[src/rtl/ifetch_q.sv]
// ==== ifetch_q : fetch, predecode (JAL/branch/JALR) and instruction queue -- rev 1.0 ====
`default_nettype none

module ifetch_q #(
    parameter int          IQ_DEPTH = 4,
    parameter logic [31:0] RESET_PC = 32'h0,
    parameter int          BP_MODE  = 1
) (
    input  logic                          clk_in,
    input  logic                          rst_in,
    input  logic                          rdy_in,
    output logic                          icache_req,
    output logic [31:0]                   icache_pc,
    input  logic                          icache_valid,
    input  logic [31:0]                   icache_inst,
    output logic [31:0]                   pred_pc,
    input  logic                          pred_taken,
    output logic                          upd_valid,
    output logic [31:0]                   upd_pc,
    output logic                          upd_taken,
    output logic                          dec_valid,
    output logic [31:0]                   dec_inst,
    output logic [31:0]                   dec_pc,
    output logic                          dec_pred_taken,
    input  logic                          dec_ready,
    input  logic                          jalr_finish,
    input  logic [31:0]                   jalr_target,
    input  logic                          br_finish,
    input  logic [31:0]                   br_pc,
    input  logic                          br_pred,
    input  logic                          br_taken,
    input  logic [31:0]                   br_redirect_pc,
    output logic [$clog2(IQ_DEPTH):0]     iq_count
);

    localparam int AW = $clog2(IQ_DEPTH);
    localparam int CW = AW + 1;

    localparam logic [6:0] OP_JAL    = 7'b1101111;
    localparam logic [6:0] OP_BRANCH = 7'b1100011;
    localparam logic [6:0] OP_JALR   = 7'b1100111;

    typedef enum logic [1:0] {
        S_IDLE       = 2'd0,
        S_WAIT_IC    = 2'd1,
        S_STALL_JALR = 2'd2
    } state_e;

    state_e          state_q, state_d;
    logic [31:0]     pc_q, pc_d;
    logic            drop_q, drop_d;
    logic [CW-1:0]   count_q, count_d;
    logic [AW-1:0]   head_q, tail_q;
    logic            req_q;
    logic [31:0]     icache_pc_q;
    logic            upd_valid_q;
    logic [31:0]     upd_pc_q;
    logic            upd_taken_q;

    logic [31:0]     inst_mem_q [IQ_DEPTH];
    logic [31:0]     pc_mem_q   [IQ_DEPTH];
    logic            pred_mem_q [IQ_DEPTH];

    logic            flush_w;
    logic            push_w;
    logic            push_pred_w;
    logic            pop_w;
    logic            issue_w;
    logic            bp_taken_w;
    logic [31:0]     jimm_w;
    logic [31:0]     bimm_w;

    assign flush_w = br_finish && (br_pred != br_taken);

    assign jimm_w = {{11{icache_inst[31]}}, icache_inst[31], icache_inst[19:12],
                     icache_inst[20], icache_inst[30:21], 1'b0};
    assign bimm_w = {{19{icache_inst[31]}}, icache_inst[31], icache_inst[7],
                     icache_inst[30:25], icache_inst[11:8], 1'b0};

    // Mode 2 predicts taken exactly when the offset is negative (backward branch).
    assign bp_taken_w = (BP_MODE == 1) ? pred_taken :
                        (BP_MODE == 2) ? icache_inst[31] : 1'b0;

    always_comb begin
        state_d     = state_q;
        pc_d        = pc_q;
        drop_d      = drop_q;
        push_w      = 1'b0;
        push_pred_w = 1'b0;
        if (drop_q && icache_valid) begin
            drop_d = 1'b0;
        end
        if (flush_w) begin
            pc_d    = br_redirect_pc;
            state_d = S_IDLE;
            if (state_q == S_WAIT_IC && !icache_valid) begin
                drop_d = 1'b1;
            end
        end else begin
            case (state_q)
                S_WAIT_IC: begin
                    if (icache_valid) begin
                        push_w  = 1'b1;
                        state_d = S_IDLE;
                        case (icache_inst[6:0])
                            OP_JAL:    pc_d = pc_q + jimm_w;
                            OP_BRANCH: begin
                                push_pred_w = bp_taken_w;
                                pc_d        = bp_taken_w ? (pc_q + bimm_w) : (pc_q + 32'd4);
                            end
                            OP_JALR:   state_d = S_STALL_JALR;
                            default:   pc_d = pc_q + 32'd4;
                        endcase
                    end
                end
                S_STALL_JALR: begin
                    if (jalr_finish) begin
                        pc_d    = jalr_target;
                        state_d = S_IDLE;
                    end
                end
                default: ;
            endcase
        end
        pop_w   = (count_q != '0) && dec_ready && !flush_w;
        count_d = flush_w ? '0 : (count_q + CW'(push_w) - CW'(pop_w));
        // Issue in the same edge that returns to IDLE so a redirect fetches one cycle later.
        issue_w = (state_d == S_IDLE) && !drop_d && (count_d < CW'(IQ_DEPTH));
        if (issue_w) begin
            state_d = S_WAIT_IC;
        end
    end

    always_ff @(posedge clk_in or negedge rst_in) begin
        if (!rst_in) begin
            state_q     <= S_IDLE;
            pc_q        <= RESET_PC;
            drop_q      <= 1'b0;
            count_q     <= '0;
            head_q      <= '0;
            tail_q      <= '0;
            req_q       <= 1'b0;
            icache_pc_q <= 32'h0;
            upd_valid_q <= 1'b0;
            upd_pc_q    <= 32'h0;
            upd_taken_q <= 1'b0;
        end else if (rdy_in) begin
            state_q     <= state_d;
            pc_q        <= pc_d;
            drop_q      <= drop_d;
            count_q     <= count_d;
            req_q       <= issue_w;
            if (issue_w) begin
                icache_pc_q <= pc_d;
            end
            if (flush_w) begin
                head_q <= '0;
                tail_q <= '0;
            end else begin
                if (push_w) tail_q <= tail_q + AW'(1);
                if (pop_w)  head_q <= head_q + AW'(1);
            end
            upd_valid_q <= br_finish;
            if (br_finish) begin
                upd_pc_q    <= br_pc;
                upd_taken_q <= br_taken;
            end
        end else begin
            req_q       <= 1'b0;
            upd_valid_q <= 1'b0;
        end
    end

    always_ff @(posedge clk_in) begin
        if (rdy_in && push_w) begin
            inst_mem_q[tail_q] <= icache_inst;
            pc_mem_q[tail_q]   <= pc_q;
            pred_mem_q[tail_q] <= push_pred_w;
        end
    end

    assign icache_req     = req_q;
    assign icache_pc      = icache_pc_q;
    assign pred_pc        = pc_q;
    assign upd_valid      = upd_valid_q;
    assign upd_pc         = upd_pc_q;
    assign upd_taken      = upd_taken_q;
    assign dec_valid      = (count_q != '0);
    assign dec_inst       = inst_mem_q[head_q];
    assign dec_pc         = pc_mem_q[head_q];
    assign dec_pred_taken = pred_mem_q[head_q];
    assign iq_count       = count_q;

endmodule

`default_nettype wire

[config.mk]
export PLATFORM = sky130hd
export DESIGN_NAME = ifetch_q
export DESIGN_NICKNAME = d
export VERILOG_FILES = /design/src/rtl/ifetch_q.sv
export SDC_FILE = /design/constraint.sdc
export NUM_CORES = 1
export LEC_CHECK = 0
export CAP_MARGIN = 10
export CORE_MARGIN = 1
export CORE_UTILIZATION = 58
export CTS_CLUSTER_SIZE = 20
export DETAILED_ROUTE_END_ITERATION = 6
export DONT_BUFFER_PORTS = 1
export GPL_ROUTABILITY_DRIVEN = 0
export PLACE_DENSITY = 0.76
export SETUP_SLACK_MARGIN = 0.05
export SYNTH_ARGS = -nofsm -noshare
export SYNTH_HDL_FRONTEND = slang
export SYNTH_SLANG_ARGS = --single-unit
[constraint.sdc]
create_clock -name clk_in -period 3.6 [get_ports clk_in]
set_input_delay 0.72 -clock clk_in [delete_from_list [all_inputs] [get_ports clk_in]]
set_output_delay 0.72 -clock clk_in [all_outputs]
set_load 0.1 [all_outputs]
* Yosys cells after proc, flatten, opt, wreduce, memory -nomap -nowiden
Memory sizes are Yosys's and may differ from the RTL's.
Cells that the tools add are included.
** Storage, ports and cells
- Bits of input ports :: 138
- Register bits :: 109
- Bits in writable memories :: 260
- Output and inout port bits :: 168
- Memories :: 3
** Memory list
- inst_mem_q :: words 4, width 32, rd ports 1, clocked after memory_dff 0, write ports 1, line 60 : logic [31:0] inst_mem_q [IQ_DEPTH];
- pc_mem_q :: words 4, width 32, rd ports 1, clocked after memory_dff 0, write ports 1, line 61 : logic [31:0] pc_mem_q [IQ_DEPTH];
- pred_mem_q :: words 4, width 1, rd ports 1, clocked after memory_dff 0, write ports 1, line 62 : logic pred_mem_q [IQ_DEPTH];
** Operators by class
- $add $sub $neg :: 7
- Equality and inequality tests :: 6
- Muxes and demuxes :: 31
- $lt $le $gt $ge :: 1
- Reduce and logical (&&, ||, !) cells :: 19
** Operator list (number)
- 32-bit two-way mux :: 4
- 32-bit one-hot mux with 3 select lines :: 1
- 32-bit adder :: 2
- 32-bit one-hot mux with 2 select lines :: 1
- 32-bit by 3-bit adder with 32-bit output (second input constant) :: 1
- 7-bit equality test (second input constant) :: 3
- 2-bit two-way mux :: 9
- 1-bit two-way mux :: 14
- 1-bit logical AND :: 8
- 2-bit AND reduction :: 4
- 2-bit by 1-bit adder with 2-bit output (second input constant) :: 2
- 2-bit one-hot mux with 2 select lines :: 1
- 2-bit nonzero test :: 2
- 3-bit by 1-bit adder with 3-bit output :: 1
- 1-bit zero test :: 3
- 3-bit less-than comparator (second input constant) :: 1
- 3-bit two-way mux :: 1
- 3-bit nonzero test :: 1
- 3-bit by 1-bit subtractor with 3-bit output :: 1
- 2-bit by 1-bit equality test with 1-bit output (second input constant) :: 1
- 2-bit equality test (second input constant) :: 1
- 2-bit zero test :: 1
- 1-bit inequality test :: 1

* Logic depth before layout (Yosys ltp)
- Depth in word-level cells :: 9
- Depth in mapped cells :: 19
- Depth with buffers taken out :: 18

* Worst setup path before layout
Ideal clock, no wire load.
- Path type :: register -> register
- Start point :: register count_q[2] (netlist: iq_count[2])
- End point :: register icache_pc_q[10] (netlist: icache_pc[10])
- Cell stages (with the launch flop) :: 16
- Clock period less this slack :: 4.345 ns
- Path buffers :: 1
- Slack :: -0.745 ns
- Data required time :: 3.475 ns
- Data arrival time :: 4.220 ns
- Cell sequence :: dfrtp_1 or3_1 nand2_1 nor2_1 ha_1 inv_1 ha_1 fa_1 xnor2_1 xnor2_1 o21ai_0 a21oi_1 o221ai_1 inv_1 buf_2 mux2_2
** On the way
- Word-level cells in the longest chain between the ends :: 8
- Elaborated cells between the ends (all ways) :: 9
- Classes of those cells :: add/sub: 2; order compare: 1; mux: 1; reduce/logical: 5
** RTL lines
- from (decl) :: line 52 : logic [CW-1:0] count_q, count_d;
- from (signal assigned) :: line 151 : count_q <= count_d;
- 3-bit nonzero test
- net dec_valid :: line 21 : output logic dec_valid,
- 1-bit logical AND (2 in a row) :: line 125 : pop_w = (count_q != '0) && dec_ready && !flush_w;
- 3-bit by 1-bit subtractor with 3-bit output :: line 126 : count_d = flush_w ? '0 : (count_q + CW'(push_w) - CW'(pop_w));
- 3-bit two-way mux :: line 126
- 3-bit less-than comparator :: line 128 : issue_w = (state_d == S_IDLE) && !drop_d && (count_d < CW'(IQ_DEPTH));
- 1-bit logical AND :: line 128
- 2-bit AND reduction (no line)
- to (signal assigned) :: line 154 : icache_pc_q <= pc_d;
- to (decl) :: line 55 : logic [31:0] icache_pc_q;
The timed path passes the listed nets, and every way through them passes these cells.
A chain may end at the register's enable or synchronous reset.

* Final worst setup path
- Start point :: register pc_q[4] (netlist: pred_pc[4])
- End point :: register pc_q[10] (netlist: pred_pc[10])
** On the way
- Word-level cells in the longest chain between the ends :: 6
- Elaborated cells between the ends (all ways) :: 8
- Classes of those cells :: add/sub: 3; mux: 5
** RTL lines
- from (decl) :: line 50 : logic [31:0] pc_q, pc_d;
- from (signal assigned) :: line 149 : pc_q <= pc_d;
- 32-bit by 3-bit adder with 32-bit output / 32-bit adder (equally long branches) :: line 109, 112
- 32-bit two-way mux :: line 109 : pc_d = bp_taken_w ? (pc_q + bimm_w) : (pc_q + 32'd4);
- 32-bit one-hot mux with 3 select lines (*) :: line 105 : case (icache_inst[6:0])
- 32-bit two-way mux (*) :: line 102 : if (icache_valid) begin
- 32-bit one-hot mux with 2 select lines (*) :: line 100 : case (state_q)
- 32-bit two-way mux (*) :: line 93 : if (flush_w) begin
Mark *: on every way between the ends. The rest lies on a longest branch, timed or not.

==> impl_results.md <==
- Total number of vias: 14,100
- Grt ovf: 0
- Data required time at the worst endpoint: 4010 ps
- Commonest cells in the netlist: edfxtp_1 (260), nand2_1 (127), nor2_1 (110)
- Post-layout total power: 21.60 mW
- Distinct cell type count of the synthesized netlist: 86
- Data arrival time of the critical path: 3760 ps
- Initial standard-cell utilization of the core: 59.51%
- Highest-delay cell along the critical path: dfrtp_1
- Nature of the critical path startpoint: flip-flop
- Post-synthesis simple-gate area fraction: 8.998%
- Total track usage: 34.23%
- Top-count cell post-synth: edfxtp_1
- Crit Reg-Reg Startpoint: pred_pc[4]$_DFFE_PN0P_
- Die extent in y: 182.6 um
- YS warnings: 0
- Multiplexer share of the synthesized area: 11.79%
- Critical-path cell list: ha_1, o21ai_0, o21ai_0, a21oi_1, a221o_1, o21ai_0, buf_4, nand4_1, a222oi_1, o21ai_1, mux2_2
- Maximum VDD drop: 602.3 uV
- Area delta synth->final: 12.73%
- Top cell type by total area after synthesis: edfxtp_1
- Top cell family by delay on the critical path: compound AO/OA/AOI/OAI gates
- DRT Pass-1 Iters: 6
- PwrDens: 1013 nW/um^2
- DRT antenna net count: 0
- Via count of the first global-routing pass: 13,820
- Antenna violations before repair: 3
- Biggest area contributors in the synthesized netlist: edfxtp_1 (41%), dfrtp_1 (14%), mux4_2 (7.7%)
- TritonCTS clock tree: built
- Cell at the root of the clock tree: clkbuf_16
- Fraction of layout instances using a drive strength above 1: 20.31%
- DRC violations left: 0
- Async S/R FF share, synth: 29.54%
- Dominant combinational cell family by area after synthesis: compound AO/OA/AOI/OAI gates
- Sequential area share after synthesis: 55.67%
- Post-synthesis instance total: 1,520
- Top flip-flop cell by instance count after synthesis: edfxtp_1
- Endpoint type of the worst setup path: flip-flop
- Maximum number of buffers from clock root to sink: 3
- Clock Skew: 22.84 ps
- Fmax: 0.2987 GHz
- Worst Path Class, Setup: reg2reg
- Syn avg cell area: 12.45 um^2
- Max-Cap Viols: 0
- Total number of clock tree sinks: 369
- Leakage power: 7.706 nW
- Count of buffers from port buffering: 0
- Ports: 306
- Setup Total Neg Slack: 0 ps
- Net count after synthesis: 1,713
- Detailed router's first-iteration violation count: 1,915
- Synthesized-area fraction occupied by ao, oa, aoi and oai cells: 15.36%
- Number of pins with negative max-slew slack in the final report: 0
- Post-layout net count: 1,768
- Detailed placement HPWL: 40.43 mm
- Cell occurring most often along the worst timing path: o21ai_0
- Number of endpoints with negative hold slack in the final report: 0
- Clock buffers created by TritonCTS: 39
- Finish-stage setup viols: 0
- Share of synthesized cell area in full adder, half adder and majority cells: 3.755%
- RSZ-0062 raised after global routing: false
- Maximum level of the CTS H-tree: 2
- Post-detailed-route via-to-cell ratio: 6.907
- Worst-skew pair later-pin latency: 540 ps
- Status: finished clean
- Clock Pin Slew Worst Setup and Hold Paths: 50 ps
- Crit path buf inv count: 1
- Slew margin rel.: 24.42%
- Share of the synthesized area in the top cell type: 41.26%
- Critical-path maximum fanout: 7
- Die width: 182.6 um
- Syn Std Cell Area: 18,920 um^2
- Largest net degree at the start of global routing: 110
- Utilization after layout: 67.09%
- Number of rows in the core area: 65
- Post-detailed-route wirelength per cell: 27.67 um
- Die area: 33,350 um^2
- First-pass GRT wire length: 85.57 mm
- Period utilisation layout: 92.98%
- Total Routed Length: 56.47 mm
- Tmin final: 3347 ps
- Number of fill cells in the layout: 2,277
- Post-route worst hold slack: 104.4 ps
- Largest stage delay on the critical path: 510 ps
- Type of the worst min-delay path: in2async
- Number of enable flip-flop cells after synthesis: 260
- Post-synthesis xor/xnor area fraction: 1.712%
- Core Area: 31,800 um^2
- Startpoint of the most critical setup path: pred_pc[4]$_DFFE_PN0P_
- Actual transition at the worst max-transition pin: 1134 ps
- Number of register bits inferred by synthesis: 369
-- where the power goes --
group / total (mW) / internal (mW) / switching (mW)
registers: 7.73 / 5.29 / 2.44
clock network: 3.87 / 2.21 / 1.66
logic: 10.0 / 2.72 / 7.29
total: 21.6 / 10.2 / 11.4
-- final cells by class --
class	count	area, um^2	share of cell area (%)
well taps	435	544.3	2.551
clock inverters	20	183.9	0.8622
clock buffers	51	1041	4.880
repair buffers	103	884.6	4.147
multi-input cells	1022	7979	37.40
flip-flops and latches	369	10550	49.44
inverters	40	150.1	0.7038
diodes	1	2.502	0.01173
-- state kept, by name, indices dropped and copies added, names as in the netlist --
register and count:
inst_mem_q 128, pc_mem_q 128, icache_pc 32, pred_pc 32
upd_pc 32, pred_mem_q 4, iq_count 3, head_q 2
state_q 2, tail_q 2, drop_q 1, icache_req 1
upd_taken 1, upd_valid 1
-- cells in the final DEF (no fill, tap or decap), drive strengths merged, types with 9 or more instances in the layout --
master,instances
a211oi,13
a21o,27
a21oi,98
a221oi,31
a22oi,9
a31oi,21
and2,10
and3,11
buf,103
clkbuf,51
clkinv,11
dfrtp,109
edfxtp,260
ha,52
inv,42
mux2,53
mux2i,17
mux4,65
nand2,127
nand3,27
nand4,22
nor2,111
nor3,20
nor4,9
o21ai,107
o221ai,10
o22ai,11
o31ai,10
or3,11
xnor2,22
xor2,15
-- stage by stage --
stage | setup slack, ps | cells | area, um^2
2_1_floorplan | -92.06 | 1520 | 19020
3_3_place_gp | -51.45 | 1967 | 20040
3_5_place_dp | -98.52 | 1967 | 20040
4_1_cts | 168.8 | 2039 | 21290
5_1_grt | 65.05 | 2041 | 21330
6_report | 252.6 | 2041 | 21330
-- routing by layer --
layer / vias to the layer above / GRT usage, % / share of wire (%)
met5: - / 0 / 0
met4: 0 / 15.73 / 5.1
met3: 193 / 10.54 / 13
met2: 992 / 52.89 / 46
met1: 6873 / 44.47 / 37
li1: 6039 / - / -
-- logic make-up (layout without fill, tap and decap cells) --
logic type,after synthesis,in the layout
AOI/OAI and AO/OA,425,425
and+or+nand+nor,370,370
DFF,369,369
muxes,135,135
buffers and inverters,129,214
adders and majority gates,55,55
xor gates and xnor gates,37,37
other,0,1
-- path summary, 6_finish.rpt --
path | cells past startpoint | slack (ps) | endpoint
max in group asynchronous | 1 | 3000 | iq_count[0]$_DFFE_PN0P_
max | 11 | 250 | pred_pc[10]$_DFFE_PN0P_
min | 1 | 100 | head_q[0]$_DFFE_PN0P_
min in group clk_in | 0 | 280 | inst_mem_q[3][18]$_DFFE_PP_
max reg2reg | 11 | 250 | pred_pc[10]$_DFFE_PN0P_
min reg2reg | 2 | 540 | state_q[1]$_DFFE_PN0P_
-- what timing repair did --
action,4_1_cts,5_1_grt
setup buffers,0,1
hold buffers,1,0
resized for setup,0,8
setup endpoints to repair,0,16
hold endpoints to repair,109,0
Note: power is estimated with default switching activity, not from simulation.
